==> config.mk <==
export PLATFORM = sky130hd
export DESIGN_NAME = oprd_fetch
export DESIGN_NICKNAME = d
export VERILOG_FILES = /design/src/rtl/oprd_fetch_pkg.sv /design/src/rtl/oprd_fetch_mem_wait_timer.sv /design/src/rtl/oprd_fetch.sv
export SDC_FILE = /design/constraint.sdc
export NUM_CORES = 1
export LEC_CHECK = 0
export CORE_MARGIN = 4
export CORE_UTILIZATION = 30
export DETAILED_ROUTE_END_ITERATION = 10
export GPL_TIMING_DRIVEN = 0
export SLEW_MARGIN = 20
export SYNTH_ARGS = -nofsm -noshare
export SYNTH_HDL_FRONTEND = slang
export SYNTH_HIERARCHICAL = 1
export SYNTH_SLANG_ARGS = --single-unit
==> constraint.sdc <==
create_clock -name clk -period 2.7 [get_ports clk]
set_input_delay 0.405 -clock clk [delete_from_list [all_inputs] [get_ports clk]]
set_output_delay 0.405 -clock clk [all_outputs]
set_load 0.03 [all_outputs]
==> src/rtl/oprd_fetch_pkg.sv <==
// Shared encodings for the operand fetch stage: addressing modes (also used by
// the instruction decoder) and the fetch FSM state.
package oprd_fetch_pkg;

  typedef enum logic [1:0] {
    MODE_IMM  = 2'b00,
    MODE_DIR  = 2'b01,
    MODE_RIND = 2'b10,
    MODE_MIND = 2'b11
  } mode_e;

  typedef enum logic [2:0] {
    S_IDLE = 3'd0,
    S_PTR  = 3'd1,
    S_RD   = 3'd2,
    S_DONE = 3'd3,
    S_ERR  = 3'd4
  } state_e;

endpackage

==> src/rtl/oprd_fetch_mem_wait_timer.sv <==
// Wait counter for one memory read: clears on request entry, counts cycles
// without ack, and flags the last permitted wait cycle.
module mem_wait_timer #(
  parameter int TIMEOUT = 15
) (
  input  logic clk,
  input  logic rst,
  input  logic clr,
  input  logic en,
  output logic expired
);

  localparam int CNT_W = (TIMEOUT > 1) ? $clog2(TIMEOUT) : 1;

  logic [CNT_W-1:0] cnt_q, cnt_d;

  assign expired = (cnt_q == CNT_W'(TIMEOUT - 1));

  // NOTE: every signal written here gets a default first, so no path infers a latch.
  always_comb begin
    cnt_d = cnt_q;
    if (clr)
      cnt_d = '0;
    else if (en && !expired)
      cnt_d = cnt_q + 1'b1;
  end

  // NOTE: state updates use non-blocking assignments so every flop samples pre-edge values.
  always_ff @(posedge clk or posedge rst) begin
    if (rst)
      cnt_q <= '0;
    else
      cnt_q <= cnt_d;
  end

endmodule

==> src/rtl/oprd_fetch.sv <==
// Operand fetch stage: resolves an operand byte by addressing mode, runs the
// req/ack read handshake with a per-read timeout, and emits a registered operand.
module oprd_fetch
  import oprd_fetch_pkg::*;
#(
  parameter int DATA_W  = 8,
  parameter int ADDR_W  = 8,
  parameter int TIMEOUT = 15
) (
  input  logic              clk,
  input  logic              rst,
  input  logic              start,
  input  logic [1:0]        mode,
  input  logic [DATA_W-1:0] imm,
  input  logic [DATA_W-1:0] reg_val,
  output logic              mem_req,
  output logic [ADDR_W-1:0] mem_addr,
  input  logic              mem_ack,
  input  logic [DATA_W-1:0] mem_rdata,
  output logic [DATA_W-1:0] oprd,
  output logic              oprd_valid,
  output logic              busy,
  output logic              err
);

  state_e              state_q, state_d;
  logic                mem_req_q, mem_req_d;
  logic [ADDR_W-1:0]   mem_addr_q, mem_addr_d;
  logic [DATA_W-1:0]   oprd_q, oprd_d;
  logic                valid_q, valid_d;
  logic                err_q, err_d;
  logic                tmr_clr, tmr_en, tmr_expired;

  // Truncates or zero-extends a data byte to the address width.
  function automatic logic [ADDR_W-1:0] to_addr(input logic [DATA_W-1:0] v);
    logic [ADDR_W+DATA_W-1:0] wide;
    wide = {{ADDR_W{1'b0}}, v};
    return wide[ADDR_W-1:0];
  endfunction

  mem_wait_timer #(.TIMEOUT(TIMEOUT)) u_timer (
    .clk     (clk),
    .rst     (rst),
    .clr     (tmr_clr),
    .en      (tmr_en),
    .expired (tmr_expired)
  );

  always_comb begin
    state_d    = state_q;
    mem_addr_d = mem_addr_q;
    oprd_d     = oprd_q;
    tmr_clr    = 1'b0;
    tmr_en     = 1'b0;
    case (state_q)
      S_IDLE: begin
        tmr_clr = 1'b1;
        if (start) begin
          case (mode_e'(mode))
            MODE_IMM:  begin oprd_d = imm;                 state_d = S_DONE; end
            MODE_DIR:  begin mem_addr_d = to_addr(imm);     state_d = S_RD;   end
            MODE_RIND: begin mem_addr_d = to_addr(reg_val); state_d = S_RD;   end
            default:   begin mem_addr_d = to_addr(imm);     state_d = S_PTR;  end
          endcase
        end
      end
      S_PTR: begin
        // Pointer read: the returned byte becomes the operand address.
        if (mem_ack) begin
          mem_addr_d = to_addr(mem_rdata);
          tmr_clr    = 1'b1;
          state_d    = S_RD;
        end else if (tmr_expired) begin
          oprd_d  = '0;
          state_d = S_ERR;
        end else begin
          tmr_en = 1'b1;
        end
      end
      S_RD: begin
        if (mem_ack) begin
          oprd_d  = mem_rdata;
          state_d = S_DONE;
        end else if (tmr_expired) begin
          oprd_d  = '0;
          state_d = S_ERR;
        end else begin
          tmr_en = 1'b1;
        end
      end
      default: state_d = S_IDLE;
    endcase
    mem_req_d = (state_d == S_PTR) || (state_d == S_RD);
    valid_d   = (state_d == S_DONE);
    err_d     = (state_d == S_ERR);
  end

  always_ff @(posedge clk or posedge rst) begin
    if (rst) begin
      state_q    <= S_IDLE;
      mem_req_q  <= 1'b0;
      mem_addr_q <= '0;
      oprd_q     <= '0;
      valid_q    <= 1'b0;
      err_q      <= 1'b0;
    end else begin
      state_q    <= state_d;
      mem_req_q  <= mem_req_d;
      mem_addr_q <= mem_addr_d;
      oprd_q     <= oprd_d;
      valid_q    <= valid_d;
      err_q      <= err_d;
    end
  end

  assign mem_req    = mem_req_q;
  assign mem_addr   = mem_addr_q;
  assign oprd       = oprd_q;
  assign oprd_valid = valid_q;
  assign err        = err_q;
  assign busy       = (state_q != S_IDLE);

endmodule

==> results of run 1 <==
-- stage by stage --
| step | hold WS [ns] | TNS [ns] | worst slack (ns) | util [%] | power [mW] |
|---|---|---|---|---|---|
| after global routing | 0.372 | 0 | 0.0805 | 43.2 | 2.38 |
| after floorplan | 0.171 | 0 | 0.249 | - | 1.53 |
| after detailed placement | 0.471 | 0 | 0.149 | 42.3 | 1.99 |
| after global placement | 0.462 | -0.106 | -0.106 | 42.3 | 1.99 |
| final | 0.349 | 0 | 0.183 | 43.2 | 2.20 |
| after CTS | 0.346 | 0 | 0.144 | 43.1 | 2.23 |
-- cell usage in the layout, fill, tap and decap left out, types with 3 or more instances in the layout --
cell             count
clkdlybuf4s50_1     48
dfrtp_1             26
nand2_1             18
a21oi_1             14
o21ai_0             13
nor2_1              12
nand2b_1            10
inv_1                9
buf_2                8
a22oi_1              8
o2bb2ai_1            8
mux2i_1              8
o21ai_1              7
ha_1                 5
clkbuf_8             3
nand3_1              3
-- worst max path at each step --
| stage | from | end | slack, ns | cells after the start |
|---|---|---|---|---|
| 4_1_cts | u_timer/cnt_q[0] | u_timer/cnt_q[3] | 0.14 | 8 |
| 2_1_floorplan | u_timer/cnt_q[0] | u_timer/cnt_q[3] | 0.25 | 8 |
| 6_report | state_q[0] | busy | 0.18 | 4 |
| 5_1_grt | state_q[1] | busy | 0.08 | 4 |
| 3_5_place_dp | u_timer/cnt_q[0] | u_timer/cnt_q[3] | 0.15 | 8 |
| 3_3_place_gp | u_timer/cnt_q[0] | u_timer/cnt_q[3] | -0.11 | 8 |
-- area by class of cell --
class                      count  area share, %
multi-input combinational    134           39.1
sequential                    26           29.3
timing repair buffer          48           21.6
tap                           70           3.95
buffer                        11           2.65
clock buffer                   3           1.86
inverter                       9           1.52
-- registers in the layout (all words and copies together), names as in the netlist --
name           flops
mem_addr           8
err                1
oprd               8
mem_req            1
oprd_valid         1
u_timer/cnt_q      4
state_q            3
-- critical path, cell delays in order, from the launching register on --
cell and delay (ns):
dfrtp_1 0.48, buf_2 0.20, buf_2 0.18, or3_1 0.37
clkdlybuf4s50_1 0.60
-- cells by family after synthesis --
| group | Yosys count | synth area share [%] |
|---|---|---|
| AND/OR/NAND/NOR | 57 | 18.3 |
| adder cells (fa/ha/maj) | 5 | 3.90 |
| multiplexers | 8 | 4.99 |
| AO/OA/AOI/OAI | 64 | 26.4 |
| buffers and inverters | 20 | 5.77 |
| flip-flops | 26 | 40.6 |
-- routing by layer --
metal | vias up | GRT usage, %
met3 | 2 | 2.66
li1 | 749 | -
met2 | 29 | 21.0
met4 | 0 | 1.52
met1 | 643 | 17.2
met5 | - | 0
-- report_power, final --
part	internal (mW)	leakage (nW)	switching, mW	total (mW)
combinational	0.587	0.581	0.764	1.35
sequential	0.541	0.332	0.0881	0.629
clock	0.0998	0.0216	0.118	0.218
==> metrics.txt, run 1 <==
clock period minus worst slack=2.52 ns; DR DRC count=0; Routed Antenna Nets=0; Clk Latency, worst-skew pair=0.27 ns; M1 WL=1960 um; Starting Density=31.2%; 1st-pass router iterations=4; EDFF count, synth=0; r2r worst-path depth=8; top cell type's share of synthesized area=40.6%; H-Tree Depth=1; startpoint types=flop; Worst-path clk slew=0.09 ns; die height=81.1 um; DR WL/cell=13.4 um; multi-input logic area=867 um2; Max Cap Viol=0; area of the core=5140 um2; endpoints failing hold=0; register area share after synthesis=40.6%; Met2 Wirelength=1880 um; I/O Buffers=48; top cell type by total area after synthesis=dfrtp_1; Post-Syn Nets=215; total track usage=12.6%; gr ovfl total=0; outcome=completed; DR vias=1,423; power per cell area=991 nW/um2; routability cong.=0.820; Mapped Cells=180; worst min path class=primary input to async pin; Fillers=537; Top Layer Used=met4; Setup crit end kind=output pin; CTS Buffer Depth=2; Inserted Clock Buffers=3; Lkg Pwr=0.935 nW; Area Growth Syn to Fin=38.4%; flops & latches, synth=26; Ant. Diodes=0; Post-CTS Setup Repair Bufs=0; CTS Sinks=26; Synth area leaders=dfrtp_1 (41%), mux2i_1 (5.0%), a21oi_1 (4.4%); Synth Area per Inst=8.91 um2; CTS Root Cell=clkbuf_8; worst reg2reg setup slack=0.46 ns; DR WL met3=164 um; critical path arrival=2.11 ns; # IOs=50; top_reg_cell synth=dfrtp_1; Final Instance Count excl. Fillers=301; Die ar.=6580 um2; Async SR Flop Fraction=100%; final setup skew=0.00948 ns; global-route wire length before repair=6530 um; number of global-route vias before repair=1,403; RSZ-0062 raised after global routing=no; dpl hpwl=3250 um; Worst EP required=2.30 ns; CTS tree=built; synthesized cell area=1600 um2; Post-synth top cells=dfrtp_1 (26), nand2_1 (18), a21oi_1 (14); DRT iter0 DRCs=61; max-slew violations=0; initial antenna violation count=0; Routed WL=4030 um; Max FO, Critical Path=10; FF+latch area=651 um2; pin count of the biggest net entering global routing=23; layout cells sized above 1=9.09%; post-CTS resize count=0; Crit Path Class=flop to output pin; Worst-Margin Slew=0.826 ns; Peak VDD IR=0.560 mV; Max Freq=397 MHz; DP Area=2170 um2; DIE WIDTH=81.1 um; Synth cell types=38; R2R Path End=u_timer/cnt_q[3]; Ys Warns=6; Design Area, Final=2220 um2; Rel. slew slack=44.9%; Final period util=93.2%; vias per inst=4.73; row cnt=26; placed insts=298; most common cell in the netlist=dfrtp_1; Final #Nets=268; RR Startpoint=u_timer/cnt_q[0]; # setup viols final=0; cts-stage hold buffer count=0
(Power assumes the default switching activity.)
==> inputs of run 2 (changes only) <==
--- a/config.mk
+++ b/config.mk
@@ -6,8 +6,12 @@
 export NUM_CORES = 1
 export LEC_CHECK = 0
+export ABC_AREA = 1
+export CELL_PAD_IN_SITES_DETAIL_PLACEMENT = 0
+export CELL_PAD_IN_SITES_GLOBAL_PLACEMENT = 2
 export CORE_MARGIN = 4
-export CORE_UTILIZATION = 30
+export CORE_UTILIZATION = 25
 export DETAILED_ROUTE_END_ITERATION = 10
 export GPL_TIMING_DRIVEN = 0
+export PLACE_DENSITY_LB_ADDON = 0.1
 export SLEW_MARGIN = 20
 export SYNTH_ARGS = -nofsm -noshare
==> constraint.sdc (replaced) <==
create_clock -name clk -period 2.7 [get_ports clk]
set_input_delay 0.81 -clock clk [delete_from_list [all_inputs] [get_ports clk]]
set_output_delay 0.81 -clock clk [all_outputs]
set_load 0.03 [all_outputs]
==> run 2 against run 1 <==
Sequential cell count unchanged. Largest cell class unchanged. Register-to-register slack improved by 0.33 ns. Clock-buffer cell count unchanged. Maximum frequency decreased by 2.5%. Synthesized cell count increased by 52%. Critical path depth decreased by 1. Synthesized area increased by 12%. Critical path type unchanged.
==> metrics.txt, run 2 <==
Post-CTS Setup Repair Bufs=0; Routed WL=5540 um; CTS tree=built; Post-Syn Nets=309; Max Cap Viol=0; xor-xnor portion of the synthesized cell area=0%; R2R Path End=oprd[0]; top cell type by total area after synthesis=dfrtp_1; mux contribution to synthesized area=0%; Starting Density=26.1%; Final period util=95.6%; layout cells sized above 1=8.26%; Routed Antenna Nets=0; EDFF count, synth=0; compound-gate portion of the synthesized area=6.56%; RR Startpoint=u_timer/cnt_q[0]; simple-gate share of the synthesized area=43.7%; outcome=completed; Fillers=778; Post-synth top cells=nand2_1 (115), inv_1 (31), nand3_1 (31); Max Freq=388 MHz; total power=2.62 mW; max-slew violations=0; most common cell in the netlist=nand2_1; Top Layer Used=met4; Ant. Diodes=0; total track usage=13.2%; Die ar.=8600 um2; Fin Setup TNS=0 ns; dpl hpwl=4320 um; Max FO, Critical Path=7; number of global-route vias before repair=1,789; M1 WL=3000 um; Ys Warns=6; startpoint types=flop; Worst EP required=1.89 ns; final setup skew=0.00736 ns; # IOs=50; cts-stage hold buffer count=0; DRT iter0 DRCs=61; CTS Sinks=26; Rel. slew slack=39.3%; Adder-Cell Fraction of Synth Area=3.49%; worst reg2reg setup slack=0.79 ns; CTS Root Cell=clkbuf_8; top_reg_cell synth=dfrtp_1; vias per inst=4.25; Worst-Margin Slew=0.910 ns; RSZ-0062 raised after global routing=no; Worst-path clk slew=0.11 ns; register area share after synthesis=36.3%; Async SR Flop Fraction=100%; initial antenna violation count=0; # setup viols final=0; most common cell after layout, fill and taps aside=nand2_1; post-CTS resize count=0; routability cong.=0.754; DR vias=1,796; area of the core=6870 um2; most frequent cells in the layout=nand2_1 (115), clkdlybuf4s50_1 (49), inv_1 (31), nand3_1 (31), dfrtp_1 (26); Synth Area per Inst=6.55 um2; Area Growth Syn to Fin=38.0%; DR WL met3=187 um; power per cell area=1060 nW/um2; source of the critical timing path=state_q[1]; worst min path class=flop to flop; flops & latches, synth=26; Synth area leaders=dfrtp_1 (36%), nand2_1 (24%), nand3_1 (8.6%); top cell type's share of synthesized area=36.3%; Synth cell types=24; Met2 Wirelength=2320 um; I/O Buffers=49; r2r worst-path depth=12; endpoints failing hold=0; CP endpoint=busy; CTS Buffer Depth=2; gr ovfl total=0; Lkg Pwr=1.29 nW; die height=92.7 um; worst hold path depth=2; Peak VDD IR=0.468 mV; row cnt=30; Inserted Clock Buffers=3; 1st-pass router iterations=4; global-route wire length before repair=9200 um; Final #Nets=363; Clk Latency, worst-skew pair=0.28 ns; Crit Path Class=flop to output pin; DR WL/cell=13.1 um; critical path arrival=1.77 ns; clock period minus worst slack=2.58 ns; synthesized cell area=1790 um2; pin count of the biggest net entering global routing=23; Mapped Cells=274; largest family of logic cells by synthesized area=simple AND/OR/NAND/NOR gates; H-Tree Depth=1; Setup crit end kind=output pin; DIE WIDTH=92.7 um; DR DRC count=0
-- run 2: cell count changes after synthesis, moves of 8 or more --
cell and change:
nand2_1 +97, nand3_1 +28, inv_1 +22, a21oi_1 -12, nand2b_1 -10, nand4_1 +10, a22oi_1 -8, mux2i_1 -8
o2bb2ai_1 -8
-- run 2: stage by stage --
step | hold slack (ns) | setup slack, ns | util, % | area, um2 | instances
2_1_floorplan | 0.507 | 0.904 | - | 1790 | 274
3_3_place_gp | 0.452 | 0.123 | 35.0 | 2400 | 419
3_5_place_dp | 0.458 | 0.144 | 35.0 | 2400 | 419
4_1_cts | 0.484 | 0.113 | 36.0 | 2480 | 423
5_1_grt | 0.508 | 0.0303 | 36.0 | 2480 | 423
6_report | 0.476 | 0.119 | 36.0 | 2480 | 423
-- run 2: worst max-delay path: stages (launching register included) --
cell             delay (ns)
dfrtp_1                0.50
nor2_4                 0.24
nand2_1                0.14
clkdlybuf4s50_1        0.61
-- run 2: power by group --
group	internal (mW)	switching, mW	total [mW]
Combinational	0.579	1.01	1.59
Sequential	0.550	0.139	0.688
Clock	0.199	0.147	0.346
-- run 2: routing by layer --
metal  up-vias  track usage, %
met1       785            19.8
met2        36            20.5
met3         2            1.79
met4         0            1.83
li1        973               -
met5         -               0
-- run 2: layout make-up --
cell class	count	area, um2	share of cell area [%]
clock buffer	3	41.3	1.67
sequential	26	651	26.3
clock inverter	1	30.0	1.21
multi-input combinational	203	965	39.0
timing repair buffer	49	490	19.8
inverter	37	140	5.66
buffer	8	38.8	1.57
tap	96	120	4.85
-- run 2: how the worst min path moves through the flow --
stage                     startpoint               end  slack, ns
detailed placement       mem_addr[1]       mem_addr[1]       0.46
floorplan           u_timer/cnt_q[1]  u_timer/cnt_q[1]       0.51
finish                   mem_addr[3]       mem_addr[3]       0.48
global placement         mem_addr[1]       mem_addr[1]       0.45
global route             mem_addr[5]       mem_addr[5]       0.51
CTS                      mem_addr[1]       mem_addr[1]       0.48
-- run 2: cell families (layout without fill, tap and decap cells) --
group,after synthesis,in the layout
fa+ha+maj,5,5
buf+inv,45,98
compound gates,22,22
flops,26,26
simple gates,176,176
==> inputs of run 3 (changes only) <==
Clock period 2.7 ns to 2.55 ns, I/O delays scaled along.
==> run 3 against run 2 <==
First-iteration DRC count is 41% higher. Sequential share of layout area hardly changed. Cell area is 0.10% higher. Via count is 0.56% higher. Non-clock buffer count stayed put. Power is 5.8% higher. Clock skew is 0.00076 ns lower. Sequential cell count stayed put. Hold slack hardly changed. Sequential power is 6.0% higher. Clock power is 6.1% higher.
==> metrics.txt, run 3 (synthesis results as in run 2) <==
Die ar.=8600 um2; total track usage=13.2%; most common cell after layout, fill and taps aside=nand2_1; Design Area, Final=2480 um2; dpl hpwl=4320 um; Area Growth Syn to Fin=38.1%; power share of the combinational group=60.5%; worst min path class=flop to flop; met1 usage=19.8%; Post-CTS Setup Repair Bufs=0; sequential power share=26.3%; critical path arrival=2.38 ns; placed insts=419; power per cell area=1120 nW/um2; layout cells sized above 1=8.26%; Setup crit end kind=flop; startpoint types=primary input; area of the core=6870 um2; DR WL/cell=13.1 um; Worst EP required=2.73 ns; CTS Root Cell=clkbuf_8; die height=92.7 um; Lkg Pwr=1.29 nW; I/O Buffers=49; RSZ-0062 raised after global routing=no; Final WS setup=0.348 ns; Max FO, Critical Path=10; worst reg2reg setup slack=0.64 ns; clock period minus worst slack=2.20 ns; 1st-pass router iterations=4; met2 Use GR=20.5%; CTS Sinks=26; GR peak layer=met2; DIE WIDTH=92.7 um; Final period util=86.4%; total power=2.77 mW; endpoints failing hold=0; H-Tree Depth=1; Sw Share=49.4%; Rel. slew slack=39.2%; final core occ=36.1%; internal power=1.40 mW; met3 Track Usage GR=1.79%; Peak VDD IR=0.496 mV; post-CTS resize count=0; Crit Path Class=primary input to flop; vias per inst=4.27; outcome=completed; Starting Density=26.1%; Routed Antenna Nets=0; CTS tree=built; Clk Latency, worst-skew pair=0.28 ns; initial antenna violation count=0; Max Cap Viol=0; Inserted Clock Buffers=3; # setup viols final=0; most frequent cells in the layout=nand2_1 (115), clkdlybuf4s50_1 (48), inv_1 (31), nand3_1 (31), dfrtp_1 (26); Final #Nets=363; Fin Setup TNS=0 ns; DR DRC count=0; routability cong.=0.754; gr ovfl total=0; global-route wire length before repair=9200 um; Fillers=777; Setup WS pre-CTS=0.0391 ns; Worst-Margin Slew=0.911 ns; DR vias=1,806; DP Area=2400 um2; CTS Buffer Depth=2; number of global-route vias before repair=1,789; Final Instance Count excl. Fillers=423; clock network power share=13.2%; Max Freq=454 MHz; cts-stage hold buffer count=0; hold_ws=0.476 ns; pin count of the biggest net entering global routing=23; DRT iter0 DRCs=86; Ant. Diodes=0; # IOs=50; Routed WL=5540 um; row cnt=30; final setup skew=0.00660 ns; Worst-path clk slew=0.10 ns; max-slew violations=0; P_sw=1.37 mW
[run 3: power groups by stage]
stage                     combinational (mW)  sequential, mW  clock [mW]
after detailed placement                1.70           0.738           0
after CTS                               1.71           0.730       0.376
after floorplan                        0.851           0.982           0
after global placement                  1.70           0.735           0
after global routing                    1.89           0.757       0.387
final                                   1.68           0.729       0.367
[run 3: per-layer routing]
layer / share of wire, % / routed length, um
met1: 54 / 3010
met2: 42 / 2320
met3: 3.1 / 174
met4: 0.45 / 25
met5: 0 / 0
[run 3: final cells by class]
| cell class | instances | area, um2 | area share (%) |
|---|---|---|---|
| Tap cell | 96 | 120 | 4.85 |
| Multi-Input combinational cell | 203 | 965 | 38.9 |
| Inverter | 37 | 140 | 5.65 |
| Clock inverter | 1 | 30.0 | 1.21 |
| Buffer | 8 | 38.8 | 1.56 |
| Clock buffer | 3 | 41.3 | 1.67 |
| Sequential cell | 26 | 651 | 26.2 |
| Timing Repair Buffer | 49 | 493 | 19.9 |
[run 3: critical path, stage by stage]
cell and delay (ns):
clkdlybuf4s50_1 0.51, ha_1 0.32, clkbuf_1 0.34, o21ai_0 0.15, nand2_1 0.07, o21ai_0 0.10, nand2_1 0.09, nand2_1 0.05
[run 3: final timing paths]
| check | endpoint | from | depth (start not counted) |
|---|---|---|---|
| min in group asynchronous | u_timer/cnt_q[2] | rst | 2 |
| max in group asynchronous | mem_addr[0] | rst | 2 |
| max reg2reg | oprd[0] | u_timer/cnt_q[0] | 12 |
| min | mem_addr[3] | mem_addr[3] | 2 |
| min reg2reg | mem_addr[3] | mem_addr[3] | 2 |
| max | mem_addr[3] | mode[1] | 8 |
